==> config.mk <==
export PLATFORM = sky130hd
export DESIGN_NAME = tpu_cmd_ctrl
export DESIGN_NICKNAME = d
export VERILOG_FILES = /design/src/rtl/tpu_cmd_ctrl.sv
export SDC_FILE = /design/constraint.sdc
export NUM_CORES = 1
export LEC_CHECK = 0
export BUFFER_PORTS_ARGS = -buffer_cell sky130_fd_sc_hd__buf_4
export CAP_MARGIN = 10
export CORE_MARGIN = 3
export CORE_UTILIZATION = 50
export CTS_CLUSTER_SIZE = 16
export DETAILED_ROUTE_END_ITERATION = 8
export GPL_TIMING_DRIVEN = 1
export PLACE_DENSITY = 0.77
export RECOVER_POWER = 25
export SETUP_SLACK_MARGIN = 0.02
export SYNTH_ARGS = -nofsm -noshare
export SYNTH_HDL_FRONTEND = slang
export SYNTH_SLANG_ARGS = --single-unit
==> constraint.sdc <==
create_clock -name clk -period 3.1 [get_ports clk]
set_input_delay 0.465 -clock clk [delete_from_list [all_inputs] [get_ports clk]]
set_output_delay 0.465 -clock clk [all_outputs]
set_load 0.02 [all_outputs]
==> src/rtl/tpu_cmd_ctrl.sv <==
// Host command responder for the TPU: accepts one command at a time and sequences
// weight fill, FIFO drain, input streaming, output store and accumulator clear.
module tpu_cmd_ctrl #(
  parameter int WIDTH_HEIGHT = 16,
  parameter int DATA_WIDTH   = 8,
  parameter int MAX_MAT_WH   = 128
) (
  input  logic                                          clk,
  input  logic                                          reset,
  input  logic                                          start,
  input  logic [2:0]                                    opcode,
  input  logic [$clog2(WIDTH_HEIGHT)-1:0]               dim_1,
  input  logic [$clog2(WIDTH_HEIGHT)-1:0]               dim_2,
  input  logic [$clog2(WIDTH_HEIGHT)-1:0]               dim_3,
  input  logic [7:0]                                    addr_1,
  input  logic [$clog2(MAX_MAT_WH/WIDTH_HEIGHT)-1:0]    accum_table_submat_row_in,
  input  logic [$clog2(MAX_MAT_WH/WIDTH_HEIGHT)-1:0]    accum_table_submat_col_in,
  output logic                                          done,
  output logic                                          busy,
  output logic                                          cmd_err,
  output logic                                          fifo_ready,
  output logic                                          weightMem_rd_en,
  output logic [7:0]                                    weightMem_rd_addr,
  output logic                                          fifo_wr_en,
  output logic                                          fifo_drain_en,
  output logic                                          inputMem_rd_en,
  output logic [7:0]                                    inputMem_rd_addr,
  output logic                                          outputMem_wr_en,
  output logic [7:0]                                    outputMem_wr_addr,
  output logic                                          accum_clear,
  output logic [$clog2(MAX_MAT_WH/WIDTH_HEIGHT)-1:0]    accum_row,
  output logic [$clog2(MAX_MAT_WH/WIDTH_HEIGHT)-1:0]    accum_col,
  output logic [$clog2(WIDTH_HEIGHT)-1:0]               dim_2_q
);

  localparam int DW = $clog2(WIDTH_HEIGHT);
  // DATA_WIDTH only rides along for top-level passthrough; it does not shape the sequencer.
  localparam logic [7:0] DRAIN_LAST = 8'(WIDTH_HEIGHT - 1 + 0 * DATA_WIDTH);
  localparam logic [7:0] FLUSH_LAST = 8'(2 * WIDTH_HEIGHT - 2);

  typedef enum logic [3:0] {
    S_IDLE, S_FILL, S_FILL_TAIL, S_DRAIN, S_MULT_RD, S_MULT_FLUSH, S_STORE, S_CLEAR, S_DONE
  } state_e;

  state_e          state_q;
  logic [7:0]      cnt_q;
  logic [7:0]      addr_q;
  logic [DW-1:0]   dim1_q;
  logic [DW-1:0]   dim3_q;
  logic [7:0]      cnt_d;
  logic [7:0]      addr_d;

  // Next count and the address it maps to (latched base plus count, 8-bit wrap).
  always_comb begin
    cnt_d  = cnt_q + 8'd1;
    addr_d = addr_q + cnt_d;
  end

  // Command FSM with all outputs registered alongside the state.
  always_ff @(posedge clk or negedge reset) begin
    if (!reset) begin
      state_q           <= S_IDLE;
      cnt_q             <= 8'd0;
      addr_q            <= 8'd0;
      dim1_q            <= '0;
      dim3_q            <= '0;
      dim_2_q           <= '0;
      accum_row         <= '0;
      accum_col         <= '0;
      done              <= 1'b0;
      busy              <= 1'b0;
      cmd_err           <= 1'b0;
      fifo_ready        <= 1'b0;
      weightMem_rd_en   <= 1'b0;
      weightMem_rd_addr <= 8'd0;
      fifo_wr_en        <= 1'b0;
      fifo_drain_en     <= 1'b0;
      inputMem_rd_en    <= 1'b0;
      inputMem_rd_addr  <= 8'd0;
      outputMem_wr_en   <= 1'b0;
      outputMem_wr_addr <= 8'd0;
      accum_clear       <= 1'b0;
    end else begin
      done            <= 1'b0;
      weightMem_rd_en <= 1'b0;
      fifo_wr_en      <= weightMem_rd_en;  // weight memory has one cycle of read latency
      fifo_drain_en   <= 1'b0;
      inputMem_rd_en  <= 1'b0;
      outputMem_wr_en <= 1'b0;
      accum_clear     <= 1'b0;
      case (state_q)
        S_IDLE: begin
          if (start) begin
            addr_q    <= addr_1;
            dim1_q    <= dim_1;
            dim3_q    <= dim_3;
            dim_2_q   <= dim_2;
            accum_row <= accum_table_submat_row_in;
            accum_col <= accum_table_submat_col_in;
            cnt_q     <= 8'd0;
            busy      <= 1'b1;
            cmd_err   <= 1'b0;
            case (opcode)
              3'b000: begin
                state_q <= S_DONE;
                done    <= 1'b1;
              end
              3'b001: begin
                state_q           <= S_FILL;
                weightMem_rd_en   <= 1'b1;
                weightMem_rd_addr <= addr_1;
              end
              3'b010: begin
                // Draining an unfilled FIFO is refused rather than shifting garbage in.
                if (fifo_ready) begin
                  state_q       <= S_DRAIN;
                  fifo_drain_en <= 1'b1;
                  fifo_ready    <= 1'b0;
                end else begin
                  state_q <= S_DONE;
                  done    <= 1'b1;
                  cmd_err <= 1'b1;
                end
              end
              3'b011: begin
                state_q          <= S_MULT_RD;
                inputMem_rd_en   <= 1'b1;
                inputMem_rd_addr <= addr_1;
              end
              3'b100: begin
                state_q           <= S_STORE;
                outputMem_wr_en   <= 1'b1;
                outputMem_wr_addr <= addr_1;
              end
              3'b111: begin
                state_q     <= S_CLEAR;
                accum_clear <= 1'b1;
                fifo_ready  <= 1'b0;
              end
              default: begin
                state_q <= S_DONE;
                done    <= 1'b1;
                cmd_err <= 1'b1;
              end
            endcase
          end
        end
        S_FILL: begin
          if (cnt_q == 8'(dim1_q)) begin
            state_q <= S_FILL_TAIL;
          end else begin
            cnt_q             <= cnt_d;
            weightMem_rd_en   <= 1'b1;
            weightMem_rd_addr <= addr_d;
          end
        end
        S_FILL_TAIL: begin
          state_q    <= S_DONE;
          done       <= 1'b1;
          fifo_ready <= 1'b1;
        end
        S_DRAIN: begin
          if (cnt_q == DRAIN_LAST) begin
            state_q <= S_DONE;
            done    <= 1'b1;
          end else begin
            cnt_q         <= cnt_d;
            fifo_drain_en <= 1'b1;
          end
        end
        S_MULT_RD: begin
          if (cnt_q == 8'(dim1_q)) begin
            state_q <= S_MULT_FLUSH;
            cnt_q   <= 8'd0;
          end else begin
            cnt_q            <= cnt_d;
            inputMem_rd_en   <= 1'b1;
            inputMem_rd_addr <= addr_d;
          end
        end
        S_MULT_FLUSH: begin
          if (cnt_q == FLUSH_LAST) begin
            state_q <= S_DONE;
            done    <= 1'b1;
          end else begin
            cnt_q <= cnt_d;
          end
        end
        S_STORE: begin
          if (cnt_q == 8'(dim3_q)) begin
            state_q <= S_DONE;
            done    <= 1'b1;
          end else begin
            cnt_q             <= cnt_d;
            outputMem_wr_en   <= 1'b1;
            outputMem_wr_addr <= addr_d;
          end
        end
        S_CLEAR: begin
          state_q <= S_DONE;
          done    <= 1'b1;
        end
        S_DONE: begin
          state_q <= S_IDLE;
          busy    <= 1'b0;
        end
        default: begin
          state_q <= S_IDLE;
          busy    <= 1'b0;
        end
      endcase
    end
  end

endmodule

==> flow_metrics.py <==
metrics = {
    "outcome": {
        "status": "finished, violations left",
        "violations": "capacitance limit, slew limit",
    },
    "power": {
        "p_clk_share_pct": 17.1,
        "p_leak_uw": 0.00229,
        "switching_power_uw": 2120,
        "comb_power_share_pct": 49.7,
        "p_seq_share_pct": 33.2,
        "intPower_uw": 2820,
        "switching_share_pct": 42.9,
        "p_total_uw": 4950,
        "power_density_nw_per_um2": 1060,
        "vdd_ir_drop_max_v": 0.000472,
    },
    "cells_and_area": {
        "syn_to_final_growth_pct": 22.4,
        "post-route-util_pct": 63.9,
        "fin_area_um2": 4690,
        "mostFrequentLayoutCells": "nand2_1, buf_4, dfrtp_1, nor2_1, a21oi_1",
        "drive_gt1_share_pct": 21.4,
        "final_common_cell": "nand2_1",
        "fill_cells": 645,
        "nNetsFinal": 542,
        "antennaDiodeCount": 0,
    },
    "routing": {
        "dr_total_vias": 3294,
        "ant_nets": 0,
        "routed_wl_mm": 9.36,
        "detail_route.iter0.violations": 220,
        "vias_per_cell": 5.46,
        "drt_pass1_iterations": 5,
        "wire_per_inst_um": 15.5,
        "drc": 0,
    },
    "grt": {
        "grtUsageTotal_pct": 22.7,
        "grt_pass1_wl_mm": 15.6,
        "overflow": 0,
        "antenna_found_initial": 0,
        "first_global_vias": 3256,
        "grt_max_degree": 73,
    },
    "sta": {
        "period_share_pct": 88.6,
        "drv_slew": 73,
        "finalSetupTns_ps": 0,
        "max_freq_mhz": 364,
        "holdWs_ps": 304,
        "rsz0062_at_grt": "no",
        "setup_viol": 0,
        "slew_headroom_pct": -17.9,
        "clock_skew_ps": 10.6,
        "final_hold_viol_count": 0,
        "worstMarginPinSlew_ps": 1770,
        "min_period_ps": 2750,
    },
    "synth": {
        "synth_edf_count": 0,
        "yosys_register_bits": 72,
        "synthSimpleGateAreaFrac_pct": 22.9,
        "synthDistinctLibCells": 56,
        "syn-num-nets": 474,
        "ys_async_sr_fraction_pct": 100,
        "ys.warnings.count": 0,
        "synthCells": 431,
        "syn_area_um2": 3830,
        "yosys_most_used_dff": "dfrtp_1",
        "yosysSeqAreaShare_pct": 47.1,
        "synth_top_area_cell": "dfrtp_1",
        "synth_top_area_share_pct": 47.1,
        "postSynthAreaPerCell_um2": 8.88,
        "synth_compound_area_share_pct": 14.7,
        "synth-adder-area-share_pct": 3.79,
        "synth_area_leaders": "dfrtp_1, nand2_1, ha_1",
        "synth_xor_area_share_pct": 4.12,
        "synth_top_family_by_area": "simple AND/OR/NAND/NOR gates",
        "synthMuxAreaShare_pct": 3.53,
    },
    "placement": {
        "port_buffers": 75,
        "gp_congestion": 0.937,
        "placed_area_um2": 4460,
        "hpwl_mm": 6.69,
    },
    "worst_setup_path": {
        "rr_worst_depth": 10,
        "timing.rr.start": "cnt_q[0]",
        "crit_path_start_kind": "flop",
        "cp_max_fo": 8,
        "cp.required_ps": 3340,
        "arrival_ps": 2990,
        "crit_type": "flop to flop",
        "cp-startpoint": "cnt_q[0]",
        "end_kind": "flop",
    },
    "cts": {
        "cts_setup_buffers": 0,
        "cts_resized": 0,
        "cts_tree": "yes",
        "clock_sinks": 72,
        "clk_latency_ps": 350,
        "cts_max_level": 3,
        "clockBufferDepth": 2,
        "numCtsBuffers": 9,
        "cts_root_buf": "clkbuf_8",
        "cts_hold_buffers": 0,
        "clk_pin_slew_ps": 80,
    },
    "die": {
        "rows": 31,
        "initial_core_util_pct": 52.2,
        "die_h_um": 93.5,
        "io_pins": 76,
        "core_um2": 7330,
        "die-width_um": 93.5,
        "dieArea_um2": 8740,
    },
    "hold_path": {
        "worstHoldPathCells": 3,
        "min-delay-start": "accum_table_submat_col_in[2]",
        "min_path_type": "primary input to flop",
    },
    "run": {
        "drv_cap": 1,
    },
}
## worst max-delay path, cell delays in order (launching register included)
cell	delay (ps)
dfrtp_1	500
inv_1	120
ha_1	320
inv_1	70
fa_1	440
a21o_1	180
a21oi_1	260
nor4bb_1	100
a31oi_1	320
a21oi_1	130
o22a_1	210
## path summary, 6_finish.rpt
| kind | endpoint | slack [ps] |
|---|---|---|
| min reg2reg | fifo_wr_en | 390 |
| max | weightMem_rd_addr[6] | 350 |
| max in group asynchronous | dim3_q[3] | 1480 |
| min in group asynchronous | outputMem_wr_addr[3] | 570 |
| max reg2reg | weightMem_rd_addr[6] | 350 |
| min | accum_col[2] | 300 |
## Yosys cell counts, types with 5 or more instances
| cell type | count |
|---|---|
| a21oi_1 | 22 |
| a31oi_1 | 10 |
| buf_2 | 6 |
| clkbuf_1 | 17 |
| dfrtp_1 | 72 |
| ha_1 | 10 |
| inv_1 | 8 |
| mux2i_1 | 6 |
| nand2_1 | 118 |
| nand2b_1 | 9 |
| nand3_1 | 9 |
| nor2_1 | 31 |
| o21ai_0 | 11 |
| o21ai_1 | 11 |
| o31ai_1 | 5 |
| xnor2_1 | 10 |
| xor2_1 | 8 |
## cell type report
| type | instances | area (um^2) | area share, % |
|---|---|---|---|
| Multi-Input combinational cell | 324 | 1880 | 40.1 |
| Sequential cell | 72 | 1800 | 38.5 |
| Timing Repair Buffer | 83 | 621 | 13.2 |
| Clock buffer | 9 | 124 | 2.64 |
| Tap cell | 99 | 124 | 2.64 |
| Clock inverter | 7 | 105 | 2.24 |
| Inverter | 9 | 33.8 | 0.721 |
## sequential cells by signal, indices dropped and copies added (netlist names), 3 cells and up
name and flops:
inputMem_rd_addr 8, state_q 4, dim3_q 4, cnt_q 8, accum_row 3, outputMem_wr_addr 8
weightMem_rd_addr 8, accum_col 3, dim1_q 4, dim_2_q 4, addr_q 8
## per-layer routing
layer  vias to the layer above  track usage, %  part of all wire [%]  routed length (um)
met2                       129            35.9                    47                4420
met5                         -               0                     0                   0
met4                         0            6.96                   1.3                 121
met1                      1542            31.4                    44                4130
li1                       1608               -                     -                   -
met3                        15            4.59                   7.2                 677
## cells by family after synthesis
family          Yosys count
simple gates            196
mux                      12
flops                    72
compound gates           87
fa+ha+maj                11
buf+inv                  35
xor+xnor                 18
## power by group through the flow
| stage | clock network (uW) | logic, uW | registers [uW] |
|---|---|---|---|
| floorplan | 0 | 1370 | 1870 |
| global placement | 0 | 2390 | 1640 |
| detailed placement | 0 | 2460 | 1660 |
| CTS | 861 | 2470 | 1640 |
| global route | 912 | 2700 | 1700 |
| finish | 846 | 2460 | 1640 |
## through the flow
stage          setup slack, ps  std cells
2_1_floorplan              748        431
3_3_place_gp               571        587
3_5_place_dp               396        587
4_1_cts                    359        603
5_1_grt                    194        603
6_report                   352        603
No activity file was read; power rests on OpenSTA's default activity.
